$ cat config.mk
export PLATFORM = sky130hd
export DESIGN_NAME = image_pixel_fetch
export DESIGN_NICKNAME = d
export VERILOG_FILES = /design/src/rtl/img_pkg.sv /design/src/rtl/strobe_delay.sv /design/src/rtl/image_pixel_fetch.sv
export SDC_FILE = /design/constraint.sdc
export NUM_CORES = 1
export LEC_CHECK = 0
export ABC_AREA = 1
export ABC_CLOCK_PERIOD_IN_PS = 1300
export BUFFER_PORTS_ARGS = -buffer_cell sky130_fd_sc_hd__clkbuf_2
export CAP_MARGIN = 20
export CORE_UTILIZATION = 52
export CTS_CLUSTER_SIZE = 14
export DETAILED_ROUTE_END_ITERATION = 7
export GPL_ROUTABILITY_DRIVEN = 1
export PLACE_DENSITY = 0.8
export SYNTH_ARGS = -nofsm -noshare
export SYNTH_HDL_FRONTEND = slang
export SYNTH_SLANG_ARGS = --single-unit
export TNS_END_PERCENT = 30
$ cat constraint.sdc
create_clock -name clk -period 1.3 [get_ports clk]
set_input_delay 0.065 -clock clk [delete_from_list [all_inputs] [get_ports clk]]
set_output_delay 0.065 -clock clk [all_outputs]
set_load 0.05 [all_outputs]
$ cat src/rtl/img_pkg.sv
`timescale 1ns/1ps
`default_nettype none
// ============================================================================
// Module      : img_pkg
// Description : Shared constants and helpers for the image pixel fetch path.
//               WIN_DIM  - displayed window edge in pixels (2x upscaled image)
//               IMG_DIM  - stored image edge in pixels
//               ADDR_W   - BRAM address width (bank bit + 16-bit pixel index)
//               expand_rgb332() - RRRGGGBB to RGB888 by bit replication
// Revision    : 1.0 - initial release
// ============================================================================
package img_pkg;

  localparam int WIN_DIM = 480;
  localparam int IMG_DIM = 240;
  localparam int ADDR_W  = 17;

  // Bit replication maps full-scale codes to 8'hFF and zero to 8'h00, so
  // white and black survive the expansion exactly.
  function automatic logic [23:0] expand_rgb332(input logic [7:0] d);
    return {d[7:5], d[7:5], d[7:6],
            d[4:2], d[4:2], d[4:3],
            d[1:0], d[1:0], d[1:0], d[1:0]};
  endfunction

endpackage : img_pkg
`default_nettype wire

$ cat src/rtl/strobe_delay.sv
`timescale 1ns/1ps
`default_nettype none
// ============================================================================
// Module      : strobe_delay
// Description : Single-bit shift register of DEPTH stages, asynchronous
//               active-high reset. Used to align timing strobes and the
//               in-window flag with the pixel pipeline.
// Ports       : clk   in  1  clock
//               reset in  1  asynchronous active-high reset (clears all stages)
//               din   in  1  strobe input
//               dout  out 1  strobe delayed by DEPTH cycles
// Revision    : 1.0 - initial release
// ============================================================================
module strobe_delay #(
  parameter int DEPTH = 1
) (
  input  logic clk,
  input  logic reset,
  input  logic din,
  output logic dout
);

  generate
    if (DEPTH <= 1) begin : g_single
      logic stage_q;
      logic stage_d;

      always_comb begin
        stage_d = din;
      end

      always_ff @(posedge clk or posedge reset) begin
        if (reset) begin
          stage_q <= 1'b0;
        end else begin
          stage_q <= stage_d;
        end
      end

      assign dout = stage_q;
    end else begin : g_chain
      logic [DEPTH-1:0] stage_q;
      logic [DEPTH-1:0] stage_d;

      always_comb begin
        stage_d = {stage_q[DEPTH-2:0], din};
      end

      always_ff @(posedge clk or posedge reset) begin
        if (reset) begin
          stage_q <= '0;
        end else begin
          stage_q <= stage_d;
        end
      end

      assign dout = stage_q[DEPTH-1];
    end
  endgenerate

endmodule : strobe_delay
`default_nettype wire

$ cat src/rtl/image_pixel_fetch.sv
`timescale 1ns/1ps
`default_nettype none
// ============================================================================
// Module      : image_pixel_fetch
// Description : Fetches an IMG_DIM x IMG_DIM RRRGGGBB image from BRAM and
//               displays it 2x upscaled in a 2*IMG_DIM square window at the
//               top-left of the raster. Pixels outside the window show
//               BORDER_COLOR, blanked pixels show black. Fixed latency of
//               RD_LAT+2 cycles from hcount/vcount to pixel, no stalls.
// Config      : IMG_DOUBLE_BUFFER_EN - when defined, addr[16] selects one of
//               two image banks; swap_req is latched and the bank flips at
//               hcount==0, vcount==2*IMG_DIM, followed by a swap_ack pulse.
//               When undefined, addr[16]=0, swap_req is ignored, swap_ack=0.
// Ports       : clk        in  1   pixel clock
//               reset      in  1   asynchronous active-high reset
//               hcount     in  10  pixel column
//               vcount     in  10  pixel row
//               hsync/vsync/blank in 1 timing strobes aligned with counts
//               addr       out 17  BRAM address {bank, pixel index}
//               bram_data  in  8   RRRGGGBB, valid RD_LAT cycles after addr
//               swap_req   in  1   request a bank flip
//               swap_ack   out 1   pulse when the bank has flipped
//               pixel      out 24  RGB888
//               hsync_out/vsync_out/blank_out out 1 strobes aligned to pixel
// Revision    : 1.0 - initial release
// ============================================================================
module image_pixel_fetch #(
  parameter int          RD_LAT       = 2,          // legal range 1..4
  parameter logic [23:0] BORDER_COLOR = 24'h000000,
  parameter int          IMG_DIM      = img_pkg::IMG_DIM
) (
  input  logic                      clk,
  input  logic                      reset,
  input  logic [9:0]                hcount,
  input  logic [9:0]                vcount,
  input  logic                      hsync,
  input  logic                      vsync,
  input  logic                      blank,
  output logic [img_pkg::ADDR_W-1:0] addr,
  input  logic [7:0]                bram_data,
  input  logic                      swap_req,
  output logic                      swap_ack,
  output logic [23:0]               pixel,
  output logic                      hsync_out,
  output logic                      vsync_out,
  output logic                      blank_out
);

  import img_pkg::*;

  // Address register, RD_LAT BRAM cycles, output register.
  localparam int          LAT        = RD_LAT + 2;
  localparam logic [9:0]  WIN_LIM    = 10'(2 * IMG_DIM);
  localparam logic [15:0] ROW_STRIDE = 16'(IMG_DIM);

  // --------------------------------------------------------------------------
  // Stage 0: window test and pixel index
  // --------------------------------------------------------------------------
  logic        in_win;
  logic [8:0]  h_half;
  logic [8:0]  v_half;
  logic [15:0] pix_idx;
  logic        bank_d;

  always_comb begin
    in_win  = (hcount < WIN_LIM) && (vcount < WIN_LIM);
    // Each coordinate is clamped on its own so the row base stays meaningful
    // in the horizontal border and the index never leaves the image.
    h_half  = (hcount < WIN_LIM) ? hcount[9:1] : 9'd0;
    v_half  = (vcount < WIN_LIM) ? vcount[9:1] : 9'd0;
    pix_idx = {7'd0, h_half} + ({7'd0, v_half} * ROW_STRIDE);
  end

  logic [ADDR_W-1:0] addr_q;
  logic [ADDR_W-1:0] addr_d;

  always_comb begin
    // Uses the next bank value so the first address issued after the swap
    // point already points into the newly selected bank.
    addr_d = {bank_d, pix_idx};
  end

  always_ff @(posedge clk or posedge reset) begin
    if (reset) begin
      addr_q <= '0;
    end else begin
      addr_q <= addr_d;
    end
  end

  assign addr = addr_q;

  // --------------------------------------------------------------------------
  // Bank selection
  // --------------------------------------------------------------------------
`ifdef IMG_DOUBLE_BUFFER_EN
  logic swap_point;
  logic bank_q;
  logic pending_q;
  logic pending_d;
  logic swap_ack_q;
  logic swap_ack_d;

  always_comb begin
    swap_point = (hcount == 10'd0) && (vcount == WIN_LIM);
    bank_d     = bank_q;
    // Folding swap_req in first lets a request that lands on the swap point
    // itself be honoured, and merges repeated requests into one flip.
    pending_d  = pending_q | swap_req;
    swap_ack_d = 1'b0;
    if (swap_point && pending_d) begin
      bank_d     = ~bank_q;
      pending_d  = 1'b0;
      swap_ack_d = 1'b1;
    end
  end

  always_ff @(posedge clk or posedge reset) begin
    if (reset) begin
      bank_q     <= 1'b0;
      pending_q  <= 1'b0;
      swap_ack_q <= 1'b0;
    end else begin
      bank_q     <= bank_d;
      pending_q  <= pending_d;
      swap_ack_q <= swap_ack_d;
    end
  end

  assign swap_ack = swap_ack_q;
`else
  logic unused_swap_req;

  assign bank_d          = 1'b0;
  assign swap_ack        = 1'b0;
  assign unused_swap_req = swap_req;
`endif

  // --------------------------------------------------------------------------
  // Strobe alignment. blank and the window flag stop one stage short because
  // they steer the output register, which supplies the final stage.
  // --------------------------------------------------------------------------
  logic blank_dly;
  logic win_dly;

  strobe_delay #(.DEPTH(LAT)) u_hsync_dly (
    .clk   (clk),
    .reset (reset),
    .din   (hsync),
    .dout  (hsync_out)
  );

  strobe_delay #(.DEPTH(LAT)) u_vsync_dly (
    .clk   (clk),
    .reset (reset),
    .din   (vsync),
    .dout  (vsync_out)
  );

  strobe_delay #(.DEPTH(LAT - 1)) u_blank_dly (
    .clk   (clk),
    .reset (reset),
    .din   (blank),
    .dout  (blank_dly)
  );

  strobe_delay #(.DEPTH(LAT - 1)) u_win_dly (
    .clk   (clk),
    .reset (reset),
    .din   (in_win),
    .dout  (win_dly)
  );

  // --------------------------------------------------------------------------
  // Output stage
  // --------------------------------------------------------------------------
  logic [23:0] pixel_q;
  logic [23:0] pixel_d;
  logic        blank_out_q;
  logic        blank_out_d;

  always_comb begin
    blank_out_d = blank_dly;
    if (blank_dly) begin
      pixel_d = 24'h000000;
    end else if (!win_dly) begin
      pixel_d = BORDER_COLOR;
    end else begin
      pixel_d = expand_rgb332(bram_data);
    end
  end

  always_ff @(posedge clk or posedge reset) begin
    if (reset) begin
      pixel_q     <= 24'h000000;
      blank_out_q <= 1'b0;
    end else begin
      pixel_q     <= pixel_d;
      blank_out_q <= blank_out_d;
    end
  end

  assign pixel     = pixel_q;
  assign blank_out = blank_out_q;

endmodule : image_pixel_fetch
`default_nettype wire

Word-level counts from Yosys, hierarchy flattened --
Index checks and enable logic that the tools add are counted. W data, S select, Z words.
Storage, ports and cells: RAM bits 0, memories kept 0, latch bits 0, bits in registers 55, input bits 34, word-level logic and storage cells 16, output and inout port bits 45, ROM bits 0
Cells by class: reduce and logical (&&, ||, !) cells 1, bitwise gates (word level) 0, muxes and demuxes 4, divide/modulo/power cells 0, shift operators 0, $lt $le $gt $ge 2, $add $sub $neg 1, equality and inequality tests 0, multiply operators 1
Operators with widths (number):
- $mux W24 | 2
- $lt A10 B9 Y1 const B | 2
- $mux W9 | 2
- $add A9 B16 Y16 | 1
- $mul A9 B4 Y12 const B | 1
- $logic_and A1 B1 Y1 | 1

Logic depth before layout (Yosys ltp) --
Gate-level depths: netlist (run 1).
depth in word-level cells 4, depth in mapped cells 24, depth with buffers taken out 24

By module --
Synthesis (run 1) repeated with hierarchy kept, for this count alone.
Second synthesis, totals: cells, all modules 327, area, all modules 2661.3 um2
By module, submodules not included:
- image_pixel_fetch | sequential area each 625.6 um2, instances 1, area an instance 2296.0 um2, cells an instance 309
- strobe_delay at u_hsync_dly ... | sequential area each 100.1 um2, instances 2, area an instance 103.8 um2, cells an instance 5
- strobe_delay at u_blank_dly ... | sequential area each 75.1 um2, instances 2, area an instance 78.8 um2, cells an instance 4

Least setup slack after synthesis (run 1) --
No wires, ideal clock.
path kind input -> register, from input port vcount[5], to register addr_q[13] (netlist: addr[13]), setup slack -1.978 ns, cell stages on the path 22, data arrival time 3.158 ns, buffers on the path 0, library setup time 0.120 ns, path through nand2_1 -> nor2_1 -> nor2_4 -> nand2_1 -> nor2_1 -> nor2_1 -> ha_1 -> or2_2 -> inv_1 -> fa_1 -> inv_1 -> ha_1 -> xor2_1 -> ha_1 -> nand2_1 -> nand2_1 -> a31oi_1 -> nand2_1 -> nand2_2 -> nor2_1 -> nand2_1 -> nand2_1
On the way: cells in the longest elaborated chain, start to end 4
Ends and longest elaborated chain:
- from (decl) | RTL line image_pixel_fetch.sv:35 | input logic [9:0] vcount,
- $lt A10 B9 Y1 | RTL line image_pixel_fetch.sv:70 | v_half = (vcount < WIN_LIM) ? vcount[9:1] : 9'd0;
- $mux W9 * | RTL line image_pixel_fetch.sv:70
- $mul A9 B4 Y12 * | RTL line image_pixel_fetch.sv:71 | pix_idx = {7'd0, h_half} + ({7'd0, v_half} * ROW_STRIDE);
- $add A9 B16 Y16 * | RTL line image_pixel_fetch.sv:71
- named net pix_idx[13] | RTL line image_pixel_fetch.sv:62 | logic [15:0] pix_idx;
- to (signal assigned) | RTL line image_pixel_fetch.sv:87 | addr_q <= addr_d;
- to (decl) | RTL line image_pixel_fetch.sv:74 | logic [ADDR_W-1:0] addr_q;
Mark *: on every way through the listed nets, which the timed path passes. The rest lies on a longest branch.

Worst setup path in the final report (run 1) --
from input port vcount[7], to register addr_q[13] (netlist: addr[13])
Same word-level chain as after synthesis.

==> results of run 1 <==
[metrics by stage]
stage               TNS (ns)  utilization (%)  instance area (um2)  total power, mW  hold slack (ns)
finish                -14.30             81.8                 3940             5.29           0.0236
global route          -15.60             81.8                 3940             5.63           0.0367
floorplan             -15.04                -                 2720             3.23           0.0964
CTS                   -14.04             78.2                 3760             5.04           0.0102
global placement      -16.96             70.5                 3400             3.97            0.173
detailed placement    -17.92             70.5                 3400             4.04            0.175
[layer usage]
| metal | part of all wire [%] | track usage, % | wire [um] |
|---|---|---|---|
| met2 | 54 | 45.8 | 3320 |
| met4 | 2.3 | 12.2 | 140 |
| met5 | 0 | 0 | 0 |
| met1 | 39 | 23.1 | 2400 |
| met3 | 5.1 | 3.84 | 317 |
[sequential cells by signal, indices dropped and copies added (netlist names)]
signal	count
blank_out	1
pixel	8
u_vsync_dly.g_chain.stage_q	4
addr	16
u_hsync_dly.g_chain.stage_q	4
u_win_dly.g_chain.stage_q	3
u_blank_dly.g_chain.stage_q	3
[layout make-up]
| class | count | share of cell area, % |
|---|---|---|
| clock buffers | 8 | 2.54 |
| multi-input cells | 206 | 39.3 |
| well taps | 67 | 2.13 |
| flip-flops and latches | 39 | 24.8 |
| inverters | 62 | 5.91 |
| repair buffers | 148 | 25.4 |
[cells by family (layout without fill, tap and decap cells)]
logic type / Yosys count / after routing
AO/OA/AOI/OAI: 15 / 15
buffers and inverters: 82 / 218
AND/OR/NAND/NOR: 138 / 138
flip-flops: 39 / 39
other: 2 / 7
adder cells (fa/ha/maj): 29 / 29
XOR/XNOR: 17 / 17
[worst max path at each step]
stage | endpoint | slack [ns] | cells past startpoint
2_1_floorplan | addr[13]$_DFF_PP0_ | -1.74 | 21
3_3_place_gp | addr[13]$_DFF_PP0_ | -1.87 | 22
3_5_place_dp | addr[14]$_DFF_PP0_ | -1.98 | 24
4_1_cts | addr[13]$_DFF_PP0_ | -1.61 | 22
5_1_grt | addr[14]$_DFF_PP0_ | -1.80 | 24
6_report | addr[13]$_DFF_PP0_ | -1.69 | 24
[layout by cell type, fill, tap and decap left out, drive strengths merged, types with 14 or more instances in the layout]
cell type and count:
buf 63, clkbuf 77, dfrtp 39, dlygate4sd3 16, ha 19, inv 62, nand2 85, nand3 14
nor2 33, xor2 15
[report_power, final]
| part | switching, mW | total (mW) | leakage (nW) | internal, mW |
|---|---|---|---|---|
| clock network | 0.377 | 0.860 | 0.0515 | 0.483 |
| logic | 1.83 | 2.97 | 1.72 | 1.14 |
| registers | 0.0630 | 1.46 | 0.483 | 1.40 |
[what timing repair did]
item | in CTS | in global routing
pin swaps | 24 | 16
gates cloned | 0 | 0
buffers inserted | 5 | 5
hold endpoints to repair | 54 | 0
resized for setup | 12 | 28
hold buffers | 16 | 0
setup endpoints to repair | 10 | 11
==> impl_metrics.csv, run 1 <==
group,metric,value,unit
outcome,outcome,"complete, but fails checks",
outcome,violations,"negative setup slack",
yosys,ys_async_sr_fraction,100,%
clock_tree,cts_root_buf,"clkbuf_8",
placement,post-place-ws,-1.98,ns
yosys,syn_avg_cell_area,8.24,um2
floorplan,fp-row-count,25,
finish,num_antenna_cells,0,
yosys,synth_largest_area_cell,"dfrtp_1",
finish,seqCellArea,976,um2
finish,areaGrowthSynthToFinish,48.5,%
yosys,synthMuxAreaShare,0,%
drt,drt-vias-per-instance,4.55,
min_path,hold_class,"primary input to flip-flop",
setup_path,path_cells,"buf_6 > nand2_4 > nor2_4 > nor2_4 > buf_6 > nand2_4 > nor2_4 > nor2_4 > ha_4 > or2_4 > inv_2 > fa_1 > inv_2 > ha_4 > xor2_1 > ha_1 > nand2_1 > nand2_2 > a31oi_4 > nand2_2 > nand2_2 > nor2_1 > nand2_1 > nand2_1",
setup_path,cp-end-kind,"flip-flop",
timing,setup_violations,11,
yosys,yosysWarnings,0,
setup_path,crit_path_max_fanout,6,
yosys,syn_area,0.00265,mm2
setup_path,reg2reg_slack,0.51,ns
clock_tree,cts_buffers,5,
flow_run,drv_cap,0,
setup_path,max_stage_delay,0.39,ns
setup_path,crit_slowest_cell,"fa_1",
clock_tree,cts_sinks,39,
global_route,grt_overflow,0,
min_path,holdPathStages,2,
global_route,grt_util_all_layers,23.3,%
drt,antenna_left,0,
timing,max_freq,0.335,GHz
setup_path,rr_worst_depth,2,
setup_path,r2r_start,"u_win_dly.g_chain.stage_q[2]$_DFF_PP0_",
yosys,yosys.area_share.simple,22.7,%
yosys,synth_compound_area_share,3.44,%
min_path,min_to,"u_win_dly.g_chain.stage_q[0]$_DFF_PP0_",
clock_tree,clock_latency,0.29,ns
floorplan,die_h,73.4,um
yosys,synth-xor-area-share,6.18,%
drt,drtIter0Drc,61,
setup_path,path_delay_family,"simple AND/OR/NAND/NOR gates",
setup_path,arrival,3.16,ns
floorplan,initial_core_util,55.1,%
global_route,grt_max_degree,40,
yosys,synth_area_leaders,"dfrtp_1, nand2_1, ha_1",
placement,place_inst,496,
clock_tree,htree_levels,2,
floorplan,die_area,0.00539,mm2
power,ir_drop,0.837,mV
drt,drtPass1Iterations,4,
finish,nets,525,
power,powerDensity,1340,mW/mm2
global_route,antenna_found_initial,0,
yosys,synth_top_family_by_area,"simple AND/OR/NAND/NOR gates",
yosys,synth_cells,322,
global_route,grt_pass1_wl,9.59,mm
setup_path,critPathLaunchType,"primary input",
drt,wire_per_inst,11.7,um
drt,num_vias,2414,
global_route,grt_pass1_vias,2427,
clock_tree,cts_buffer_depth,2,
drt,drcViolationCount,0,
setup_path,crit_buf_inv,4,
timing,hold_viol_final,0,
floorplan,core_area,0.00482,mm2
finish,multi_input_area,0.00155,mm2
yosys,yosys.area_share.adder,16.5,%
yosys,synth_common_cells,"nand2_1, inv_1, dfrtp_1, nor2_1, ha_1",
yosys,ys.flop_type,"dfrtp_1",
yosys,yosysMostFrequentCell,"nand2_1",
finish,instances_no_fill,530,
finish,nFillCells,280,
timing,rsz0062_at_grt,"true",
placement,numPortBuffers,73,
setup_path,r2r-end,"pixel[6]$_DFF_PP0_",
placement,hpwlAfterDp,4.15,mm
drt,drt-total-wl,6.18,mm
finish,drive_gt1_share,41.3,%
yosys,synth_top_area_share,36.8,%
floorplan,die_w,73.4,um
setup_path,required,1.47,ns
timing,min_period_over_period,230,%
min_path,hp-start,"vcount[9]",
yosys,ys_ff_latch,39,
clock_tree,clk_pin_slew,0.07,ns
setup_path,crit_path_frequent_cell,"nor2_4",
clock_tree,cts_tree,"yes",
placement,gp_congestion,0.826,
setup_path,criticalPathCategory,"primary input to flip-flop",
timing,fin_worst_skew,0.00615,ns
yosys,yosysUniqueCellTypes,31,
power,p_leak,2.26,nW
yosys,seq_area_frac_synth,36.8,%
timing,period_needed,2.99,ns
yosys,synth-edff-count,0,
timing,setup_ws,-1.69,ns
setup_path,startpoint,"vcount[7]",
floorplan,io_pins,79,
timing,slew_viol_final,0,
Power figures use the tool's default switching activity.
==> inputs of run 2 (changes only) <==
--- a/config.mk
+++ b/config.mk
@@ -9,11 +9,12 @@
 export ABC_CLOCK_PERIOD_IN_PS = 1300
 export BUFFER_PORTS_ARGS = -buffer_cell sky130_fd_sc_hd__clkbuf_2
 export CAP_MARGIN = 20
-export CORE_UTILIZATION = 52
+export CORE_UTILIZATION = 54
+export CTS_BUF_LIST = sky130_fd_sc_hd__clkbuf_4
 export CTS_CLUSTER_SIZE = 14
 export DETAILED_ROUTE_END_ITERATION = 7
 export GPL_ROUTABILITY_DRIVEN = 1
-export PLACE_DENSITY = 0.8
+export PLACE_DENSITY = 0.83
 export SYNTH_ARGS = -nofsm -noshare
 export SYNTH_HDL_FRONTEND = slang
 export SYNTH_SLANG_ARGS = --single-unit
==> run 2 against run 1 <==
  * The flow still finishes with violations (negative setup slack)
  * Core utilization is 3.6 points higher
  * Combinational power is 13% higher
  * Critical path type unchanged
  * Clock skew rose by 0.0017 ns
==> impl_metrics.csv, run 2 (synthesis results as in run 1) <==
group,metric,value,unit
drt,drtPass1Iterations,5,
drt,antenna_left,0,
min_path,min_to,"addr[4]$_DFF_PP0_",
power,swShare,45.6,%
finish,post-route-util,85.4,%
floorplan,die_h,72.1,um
min_path,hold_class,"primary input to flip-flop",
drt,wl_met1,2.79,mm
clock_tree,clk_pin_slew,0.12,ns
finish,nFillCells,245,
timing,fin_worst_skew,0.00781,ns
placement,hpwlAfterDp,4.28,mm
power,ir_drop,0.652,mV
timing,max_freq,0.330,GHz
min_path,hp-start,"hcount[5]",
finish,mostFrequentLayoutCell,"clkbuf_2",
timing,period_needed,3.03,ns
setup_path,cp-end-kind,"flip-flop",
clock_tree,cts_root_buf,"clkbuf_4",
outcome,outcome,"complete, but fails checks",
drt,drtIter0Drc,140,
timing,setup_ws,-1.73,ns
timing,setup_violations,10,
clock_tree,cts_buffers,5,
setup_path,arrival,3.26,ns
timing,min_period_over_period,233,%
finish,nets,528,
setup_path,critPathLaunchType,"primary input",
setup_path,r2r-end,"pixel[14]$_DFF_PP0_",
placement,post-place-ws,-2.01,ns
drt,drcViolationCount,0,
min_path,holdPathStages,3,
finish,instances_no_fill,533,
finish,seqCellArea,976,um2
setup_path,crit_path_max_fanout,8,
power,p_leak,2.27,nW
global_route,grt_pass1_wl,10.4,mm
setup_path,rr_worst_depth,2,
floorplan,fp-row-count,25,
global_route,antenna_found_initial,0,
power,p_sw,2.57,mW
drt,drt-vias-per-instance,5.01,
drt,num_vias,2668,
finish,areaGrowthSynthToFinish,52.0,%
floorplan,core_area,0.00472,mm2
floorplan,io_pins,79,
power,combPwrFrac,59.9,%
timing,rsz0062_at_grt,"true",
setup_path,reg2reg_slack,0.49,ns
power,total_power,5.63,mW
global_route,grt_overflow,0,
finish,multi_input_area,0.00163,mm2
flow_run,drv_cap,0,
power,seq_power_share,25.9,%
setup_path,r2r_start,"u_win_dly.g_chain.stage_q[2]$_DFF_PP0_",
global_route,grt_max_degree,40,
finish,num_antenna_cells,0,
drt,drt-total-wl,7.92,mm
outcome,violations,"negative setup slack",
floorplan,die_area,0.00520,mm2
global_route,grt_pass1_vias,2560,
clock_tree,clock_latency,0.34,ns
placement,place_inst,498,
clock_tree,cts_buffer_depth,2,
power,clkPwrFrac,14.2,%
timing,slew_viol_final,0,
clock_tree,htree_levels,2,
drt,met3_length,458,um
setup_path,required,1.53,ns
finish,drive_gt1_share,44.8,%
global_route,grt_util_all_layers,25.8,%
placement,gp_congestion,0.813,
finish,layout_common_cells,"clkbuf_2, nand2_1, buf_4, inv_1, dfrtp_1",
finish,largest_register_ff_count,16,
power,powerDensity,1400,mW/mm2
placement,numPortBuffers,73,
drt,top_layer,"met4",
finish,fin_area,0.00403,mm2
drt,wl_met2,4.30,mm
timing,hold_viol_final,0,
placement,place_area,0.00341,mm2
clock_tree,cts_sinks,39,
floorplan,die_w,72.1,um
clock_tree,cts_tree,"yes",
setup_path,criticalPathCategory,"primary input to flip-flop",
floorplan,initial_core_util,56.2,%
power,intPower,3.06,mW
drt,wire_per_inst,14.9,um
==> run 2: worst max-delay path by stage <==
stage               from                  to  slack (ns)  cells past startpoint
2_1_floorplan  vcount[8]  addr[13]$_DFF_PP0_       -1.74                     21
3_3_place_gp   vcount[8]  addr[15]$_DFF_PP0_       -1.88                     25
3_5_place_dp   vcount[5]  addr[14]$_DFF_PP0_       -2.01                     22
4_1_cts        vcount[8]  addr[13]$_DFF_PP0_       -1.57                     23
5_1_grt        vcount[7]  addr[13]$_DFF_PP0_       -1.84                     22
6_report       vcount[6]  addr[13]$_DFF_PP0_       -1.73                     22
==> run 2: stage by stage <==
stage               TNS (ns)  hold WS [ns]
floorplan             -15.04        0.0964
global placement      -17.01         0.171
detailed placement    -18.29         0.175
CTS                   -13.25        0.0523
global route          -15.39         0.129
finish                -14.44         0.122
==> run 2: repair_timing <==
action | CTS | global route
hold buffers | 17 | 0
setup buffers | 3 | 7
endpoints found under the hold margin | 55 | 0
pin swaps | 11 | 28
endpoints found under the setup margin | 10 | 11
resized for setup | 16 | 46
==> run 2: layout make-up <==
| cell class | instances | area share, % |
|---|---|---|
| Tap cell | 67 | 2.08 |
| Inverter | 62 | 5.77 |
| Clock buffer | 5 | 0.931 |
| Clock inverter | 3 | 1.09 |
| Sequential cell | 39 | 24.2 |
| Timing Repair Buffer | 151 | 25.5 |
| Multi-Input combinational cell | 206 | 40.4 |
==> run 2: critical path: stages <==
cell     delay [ns]
buf_8          0.10
nand2_4        0.07
nor2_4         0.05
nor2_4         0.23
nand2_2        0.12
nor2_4         0.13
nor2_4         0.05
ha_4           0.22
ha_4           0.27
xor2_1         0.14
inv_1          0.09
fa_2           0.44
xor2_4         0.18
ha_4           0.27
nand2_2        0.09
nand2_2        0.11
a31oi_4        0.20
nand2_2        0.09
nand2_2        0.12
nor2_2         0.05
nand2_1        0.08
nand2_1        0.06
==> run 2: layer usage <==
| metal | vias to the layer above | track usage, % |
|---|---|---|
| met4 | 0 | 12.4 |
| li1 | 1229 | - |
| met5 | - | 0 |
| met1 | 1245 | 23.8 |
| met3 | 37 | 3.06 |
| met2 | 157 | 54.0 |
==> run 2: power by group through the flow <==
stage	clock network (mW)	logic [mW]	registers, mW
2_1_floorplan	0	1.18	2.06
3_5_place_dp	0	2.58	1.48
5_1_grt	0.867	3.57	1.48
6_report	0.798	3.37	1.46
4_1_cts	0.809	2.71	1.46
3_3_place_gp	0	2.50	1.47
